File: src/rtl/openmips_pkg.sv
// Shared constants for the openMIPS architectural state blocks.
// Imported by hilo_reg and regfile_hilo.
package openmips_pkg;

    localparam int DATA_W = 32;
    localparam int ADDR_W = 5;
    localparam int NREG   = 32;

    localparam logic [4:0]  REG_ZERO  = 5'd0;
    localparam logic [31:0] ZERO_WORD = 32'h0;

endpackage

File: src/rtl/hilo_reg.sv
// HI/LO register pair written atomically from writeback.
// Ports: clk, rst_n (async active-low), we, wdata_hi/lo in; hi/lo out.
// Macro REGFILE_BYPASS_EN forwards the incoming pair in the write cycle.
module hilo_reg
    import openmips_pkg::*;
#(
    parameter int W = DATA_W
) (
    input  logic         clk,
    input  logic         rst_n,
    input  logic         we,
    input  logic [W-1:0] wdata_hi,
    input  logic [W-1:0] wdata_lo,
    output logic [W-1:0] hi,
    output logic [W-1:0] lo
);

    logic [W-1:0] hi_q;
    logic [W-1:0] lo_q;

    always_ff @(posedge clk or negedge rst_n) begin
        if (!rst_n) begin
            hi_q <= '0;
            lo_q <= '0;
        end else if (we) begin
            hi_q <= wdata_hi;
            lo_q <= wdata_lo;
        end
    end

    always_comb begin
        hi = hi_q;
        lo = lo_q;
`ifdef REGFILE_BYPASS_EN
        if (we) begin
            hi = wdata_hi;
            lo = wdata_lo;
        end
`endif
        // Bypassed data must not leak out while reset is held.
        if (!rst_n) begin
            hi = '0;
            lo = '0;
        end
    end

endmodule

File: src/rtl/regfile_hilo.sv
// GPR file (r0 hard-wired to zero) plus HI/LO pair, writeback sink.
// Ports: clk, rst_n, GPR write (we/waddr/wdata), two read ports
// (reN/raddrN -> rdataN), HI/LO write (we_hilo/wdata_hi/lo) -> hi/lo.
// Macro REGFILE_BYPASS_EN enables same-cycle write-to-read forwarding.
module regfile_hilo
    import openmips_pkg::*;
#(
    parameter int DATA_W = openmips_pkg::DATA_W,
    parameter int ADDR_W = openmips_pkg::ADDR_W,
    parameter int NREG   = openmips_pkg::NREG
) (
    input  logic              clk,
    input  logic              rst_n,
    input  logic              rf_i_we,
    input  logic [ADDR_W-1:0] rf_i_waddr,
    input  logic [DATA_W-1:0] rf_i_wdata,
    input  logic              rf_i_re1,
    input  logic [ADDR_W-1:0] rf_i_raddr1,
    input  logic              rf_i_re2,
    input  logic [ADDR_W-1:0] rf_i_raddr2,
    input  logic              rf_i_we_hilo,
    input  logic [DATA_W-1:0] rf_i_wdata_hi,
    input  logic [DATA_W-1:0] rf_i_wdata_lo,
    output logic [DATA_W-1:0] rf_o_rdata1,
    output logic [DATA_W-1:0] rf_o_rdata2,
    output logic [DATA_W-1:0] rf_o_hi,
    output logic [DATA_W-1:0] rf_o_lo
);

    localparam logic [ADDR_W-1:0] R0 = ADDR_W'(REG_ZERO);

    logic [DATA_W-1:0] regs [NREG];
    logic              wr_ok;

    assign wr_ok = rf_i_we && (rf_i_waddr != R0);

    always_ff @(posedge clk or negedge rst_n) begin
        if (!rst_n) begin
            for (int i = 0; i < NREG; i++) begin
                regs[i] <= '0;
            end
        end else if (wr_ok) begin
            regs[rf_i_waddr] <= rf_i_wdata;
        end
    end

    always_comb begin
        rf_o_rdata1 = '0;
        if (rst_n && rf_i_re1 && (rf_i_raddr1 != R0)) begin
            rf_o_rdata1 = regs[rf_i_raddr1];
`ifdef REGFILE_BYPASS_EN
            if (wr_ok && (rf_i_raddr1 == rf_i_waddr)) begin
                rf_o_rdata1 = rf_i_wdata;
            end
`endif
        end
    end

    always_comb begin
        rf_o_rdata2 = '0;
        if (rst_n && rf_i_re2 && (rf_i_raddr2 != R0)) begin
            rf_o_rdata2 = regs[rf_i_raddr2];
`ifdef REGFILE_BYPASS_EN
            if (wr_ok && (rf_i_raddr2 == rf_i_waddr)) begin
                rf_o_rdata2 = rf_i_wdata;
            end
`endif
        end
    end

    hilo_reg #(
        .W (DATA_W)
    ) u_hilo (
        .clk      (clk),
        .rst_n    (rst_n),
        .we       (rf_i_we_hilo),
        .wdata_hi (rf_i_wdata_hi),
        .wdata_lo (rf_i_wdata_lo),
        .hi       (rf_o_hi),
        .lo       (rf_o_lo)
    );

endmodule

File: config.mk
export PLATFORM = sky130hd
export DESIGN_NAME = regfile_hilo
export DESIGN_NICKNAME = d
export VERILOG_FILES = /design/src/rtl/openmips_pkg.sv /design/src/rtl/hilo_reg.sv /design/src/rtl/regfile_hilo.sv
export SDC_FILE = /design/constraint.sdc
export NUM_CORES = 2
export LEC_CHECK = 0
export CORE_MARGIN = 8
export CORE_UTILIZATION = 39
export CTS_CLUSTER_DIAMETER = 30
export CTS_CLUSTER_SIZE = 10
export DETAILED_ROUTE_END_ITERATION = 6
export PLACE_DENSITY_LB_ADDON = 0.1
export SLEW_MARGIN = 5
export SYNTH_ARGS = -nofsm -noshare
export SYNTH_HDL_FRONTEND = slang
export SYNTH_SLANG_ARGS = --single-unit
File: constraint.sdc
create_clock -name clk -period 2.65 [get_ports clk]
set_input_delay 0.3975 -clock clk [delete_from_list [all_inputs] [get_ports clk]]
set_output_delay 0.3975 -clock clk [all_outputs]
set_load 0.02 [all_outputs]
After elaboration in Yosys (flattened, before gate mapping)
Cells that the tools add are included.
{"block": "word_totals", "register_bits": 1088, "latchBits": 0, "mem_bits_rw": 0, "rom_bits": 0, "output_inout_bits": 128, "mem_count": 0}
{"block": "op_classes", "addsub": 0, "mul": 0, "n_div": 0, "n_lt_le_gt_ge": 4, "n_eq_ne": 0, "n_shift": 0, "n_mux": 13, "n_bitwise": 3, "n_reduce_logical": 9}
{"operator": "1024-bit bitwise mux", "count": 1}
{"operator": "32-bit binary-select mux with 5-bit select", "count": 2}
{"operator": "32-bit two-way mux", "count": 9}
{"operator": "32-bit demux with 5-bit select", "count": 1}
{"operator": "6-bit greater-or-equal comparator (second input constant)", "count": 3}
{"operator": "5-bit NOT with 6-bit output", "count": 3}
{"operator": "5-bit nonzero test", "count": 3}
{"operator": "1-bit logical AND", "count": 6}
{"operator": "6-bit by 1-bit < comparator with 1-bit output (second input constant)", "count": 1}

Longest topological paths before layout
{"block": "depth", "word_depth": 6, "mapped_depth": 9, "depth_no_buf": 4}

Modules after synthesis
Synthesis repeated with hierarchy kept, for this count alone.
{"block": "hier_totals", "hier_cells": 4154, "area_unflattened_um2": 58341.0}
{"mod": "regfile_hilo", "n_inst": 1, "cells_per_inst": 3949, "area_per_inst_um2": 55239.2}
{"mod": "hilo_reg", "n_inst": 1, "cells_per_inst": 205, "area_per_inst_um2": 3101.7}

Worst setup path after synthesis
No wires, ideal clock.
{"block": "synth_timing", "path_type": "input to output", "from": "input rf_i_raddr1[0]", "to": "output rf_o_rdata1[27]", "arrival_ps": 1971, "setup_slack_ps": 282, "path_stages": 6, "cell_sequence": "buf_2 buf_2 mux4_2 mux2_2 a21oi_1 a32oi_1"}
{"block": "synth_via", "elab_chain_len": 5, "word_cells_on_any_way": 7, "cone_classes": "mux: 4; bitwise: 1; reduce/logical: 2"}
{"element": "from (decl)", "line": "regfile_hilo.sv:18", "source": "input logic [ADDR_W-1:0] rf_i_raddr1,"}
{"element": "5-bit NOT with 6-bit output (implied by the code)", "line": "regfile_hilo.sv:50", "source": "rf_o_rdata1 = regs[rf_i_raddr1];"}
{"element": "32-bit binary-select mux with 5-bit select", "line": "regfile_hilo.sv:50"}
{"element": "32-bit two-way mux (implied by the code) (2 in a row)", "line": "regfile_hilo.sv:50"}
{"element": "32-bit two-way mux (*)", "line": "regfile_hilo.sv:49", "source": "if (rst_n && rf_i_re1 && (rf_i_raddr1 != R0)) begin"}
{"element": "to (decl)", "line": "regfile_hilo.sv:24", "source": "output logic [DATA_W-1:0] rf_o_rdata1,"}
Every way passes the cells marked *; elsewhere a longest branch is shown, timed or not. The select of a mux whose other input is x is not followed.

Worst setup path after layout
{"block": "layout_timing", "from": "register regs[542] (netlist name)", "to": "output rf_o_rdata2[30]"}
{"block": "layout_via", "elab_chain_len": 4}
{"element": "from (decl)", "line": "regfile_hilo.sv:32", "source": "logic [DATA_W-1:0] regs [NREG];"}
{"element": "from (signal, indexed assignment)", "line": "regfile_hilo.sv:43", "source": "regs[rf_i_waddr] <= rf_i_wdata;"}
{"element": "32-bit binary-select mux with 5-bit select", "line": "regfile_hilo.sv:62", "source": "rf_o_rdata2 = regs[rf_i_raddr2];"}
{"element": "32-bit two-way mux (implied by the code) (2 in a row)", "line": "regfile_hilo.sv:62"}
{"element": "32-bit two-way mux", "line": "regfile_hilo.sv:61", "source": "if (rst_n && rf_i_re2 && (rf_i_raddr2 != R0)) begin"}
{"element": "to (decl)", "line": "regfile_hilo.sv:25", "source": "output logic [DATA_W-1:0] rf_o_rdata2,"}
Every way passes these cells. The select of a mux whose other input is x is not followed.

==> flow_summary.toml <==
[outcome]
outcome = "finished with violations"
violations = "negative hold slack, negative setup slack"

[sta]
rsz0062_at_grt = "yes"
hold-worst-slack_ns = -0.0329
finalSetupViolCount = 65
worstMarginPinSlew_ns = 0.993
fmax_mhz = 331
fin_setup_tns_ns = -12.61
slew_violations = 0
fin_skew_ns = 0
final-hold-violation-count = 4
min_period_over_period_pct = 114
setup_slack_ns = -0.371
max-slew-margin-rel_pct = 33.8
fin_crit_ns = 3.02

[setup_path]
start_kind = "register"
r2r_start = "regs[183]"
cp_top_family = "multiplexers"
critical_path_class = "reg2out"
cpMaxStageDelayCell = "mux4_2"
crit_fanout = 3
cp_common_cell = "mux4_2"
cpPeakStageDelay_ns = 0.48
path_buf_inv = 1
cp-end-kind = "output pin"
cp_data_arrival_time_ns = 2.62
critPathLaunch = "regs[542]"
cp_cell_sequence = "mux4_2 -> mux4_2 -> nand2b_1 -> nand3_2 -> buf_6"
required_ns = 2.25

[global_route]
grt_pass1_wl_mm = 327
overflow = 0
grt_max_degree = 143
grt_use_total_pct = 27.4
antenna_found_initial = 7
grt_pass1_vias = 44200

[pwr]
p_leak_nw = 35.6
power_mw = 71.0
power_density_nw_per_um2 = 898
peakVddDrop_uv = 550

[synthesis]
syn-instance-count = 4224
synth-seq-cells = 1088
yosysSeqAreaShare_pct = 47.0
synthesis.area_sq_um = 58000
synthDistinctLibCells = 40
synth_top_cell_by_area = "dfrtp_1"
synth_nets = 4341
synth_warnings = 0
synth_area_per_cell_sq_um = 13.7
synth_top_area_share_pct = 47.0
synth.area.top_cells = "dfrtp_1 (47%), mux2_2 (22%), mux4_2 (10%)"

[final_layout]
final_cell_count_no_fill = 7041
layout-drive-gt1-share_pct = 53.6
fin_nets = 4997
final_cell_mix = "dfrtp_1 (1088), mux2_2 (1076), mux2i_1 (506)"
final_common_cell = "dfrtp_1"
stdcell_area_sq_um = 79100
area_growth_pct = 36.5

[floorplanning]
ios = 245
fp.dieW_microns = 402
floorplan.initialDensity_pct = 39.3
core_sq_um = 148000
row_count = 141
die_h_microns = 402
dieArea_sq_um = 161000

[cts]
cts_buffers = 318
cts.sinks = 1088
clock_path_buffers = 4
cts_htree_levels = 5
clockRootBuffer = "clkbuf_16"
clk_pin_slew_ns = 0.04
tritoncts = "yes"
clk_latency_ns = 0.87

[route]
drc_errors = 0
drt_pass1_iterations = 5
routed_wl_mm = 226
vias_per_cell = 5.96
routedWlPerCell_microns = 32.1
via_count = 42000
drtIter0Drc = 3277
antenna_left = 0

[placed_design]
io_buffers = 244
hpwl_mm = 148
place_area_sq_um = 66600
gp_congestion = 0.845
pre_cts_ws_ns = -0.932
place.detailed.instances = 6469

[job]
cap_violations = 0

[hold_path]
hold_path.class = "in2async"
## metal layers
layer  part of all wire (%)  wire length (microns)  GRT usage, %  up-vias
met1                     45                 102000          38.4    22500
met2                     45                 101000          41.8     1509
met4                    3.6                   8110          9.50       12
met3                    6.5                  14600          6.22      495
met5                  0.031                     71             0        -
li1                       -                      -             -    17400
## Yosys cell counts
cell type,count
and2_1,68
nor3_1,5
nand4_1,1
inv_1,1
nand3b_1,2
buf_4,17
o211ai_1,34
nand2b_1,5
buf_8,2
a211o_1,2
nor4_1,2
o2111ai_1,2
buf_2,139
nand2_1,115
a221oi_1,31
or3_1,3
nor4_2,1
a31oi_1,39
mux2i_1,506
buf_1,45
inv_2,2
nor3b_2,1
mux2_2,1137
nor3b_1,1
a32oi_1,62
nor2_2,1
o21ai_0,31
a21oi_1,54
mux2_1,11
and3_1,6
nand4b_1,3
a22oi_1,189
nor2_1,18
nor2b_1,10
clkbuf_2,1
nand3_1,59
clkbuf_1,252
buf_6,17
dfrtp_1,1088
mux4_2,261
## flip-flops by register name, indices dropped and copies added (netlist names)
name         flops
regs          1024
u_hilo.hi_q     32
u_hilo.lo_q     32
## area by class of cell
cell class,instances,area (sq um)
Antenna cell,1,2.50
Clock inverter,125,1580
Tap cell,1930,2410
Inverter,3,16.3
Sequential cell,1088,27200
Multi-Input combinational cell,2660,30200
Timing Repair Buffer,809,8560
Clock buffer,425,9090
Fill cell,12300,68600
## worst paths after layout
check / endpoint / slack (ns) / cells past startpoint
min reg2reg: regs[1019] / 0.40 / 0
max: rf_o_rdata2[30] / -0.37 / 5
min: regs[169] / -0.03 / 3
max in group asynchronous: regs[325] / 0.76 / 5
min in group clk: u_hilo.hi_q[26] / 0.10 / 2
max reg2reg: regs[183] / 1.73 / 2
## worst reg2reg max path: cells and delay by family, from the launching register on
kind                   cells  cell delay [ns]
DFF                        1             0.40
muxes                      1             0.26
buffers and inverters      1             0.14
## where the power goes
group | switching, mW | internal (mW) | total (mW)
logic | 4.81 | 6.41 | 11.2
registers | 2.28 | 19.8 | 22.0
clock network | 10.9 | 26.9 | 37.8
## stage by stage
stage	utilization, %	hold slack, ns
floorplan	-	0.102
global placement	45.1	0.380
detailed placement	45.1	0.387
CTS	53.3	0.00150
global route	53.6	0.0532
finish	53.6	-0.0329
## logic make-up (layout without fill, tap and decap cells)
kind of cell / Yosys count / count (layout) / share of synthesized area (%)
and+or+nand+nor: 301 / 301 / 2.58
AOI/OAI and AO/OA: 444 / 444 / 5.51
other: 0 / 1 / 0
DFF: 1088 / 1088 / 47.0
buffers and inverters: 476 / 1362 / 3.75
muxes: 1915 / 1915 / 41.2
## timing repair
action | 4_1_cts | 5_1_grt
hold endpoints to repair | 303 | 87
hold buffers | 11 | 1
pin swaps | 97 | 42
buffers inserted | 40 | 15
endpoints found under the setup margin | 64 | 83
gates resized for setup | 362 | 65
Power figures use the tool's default switching activity.
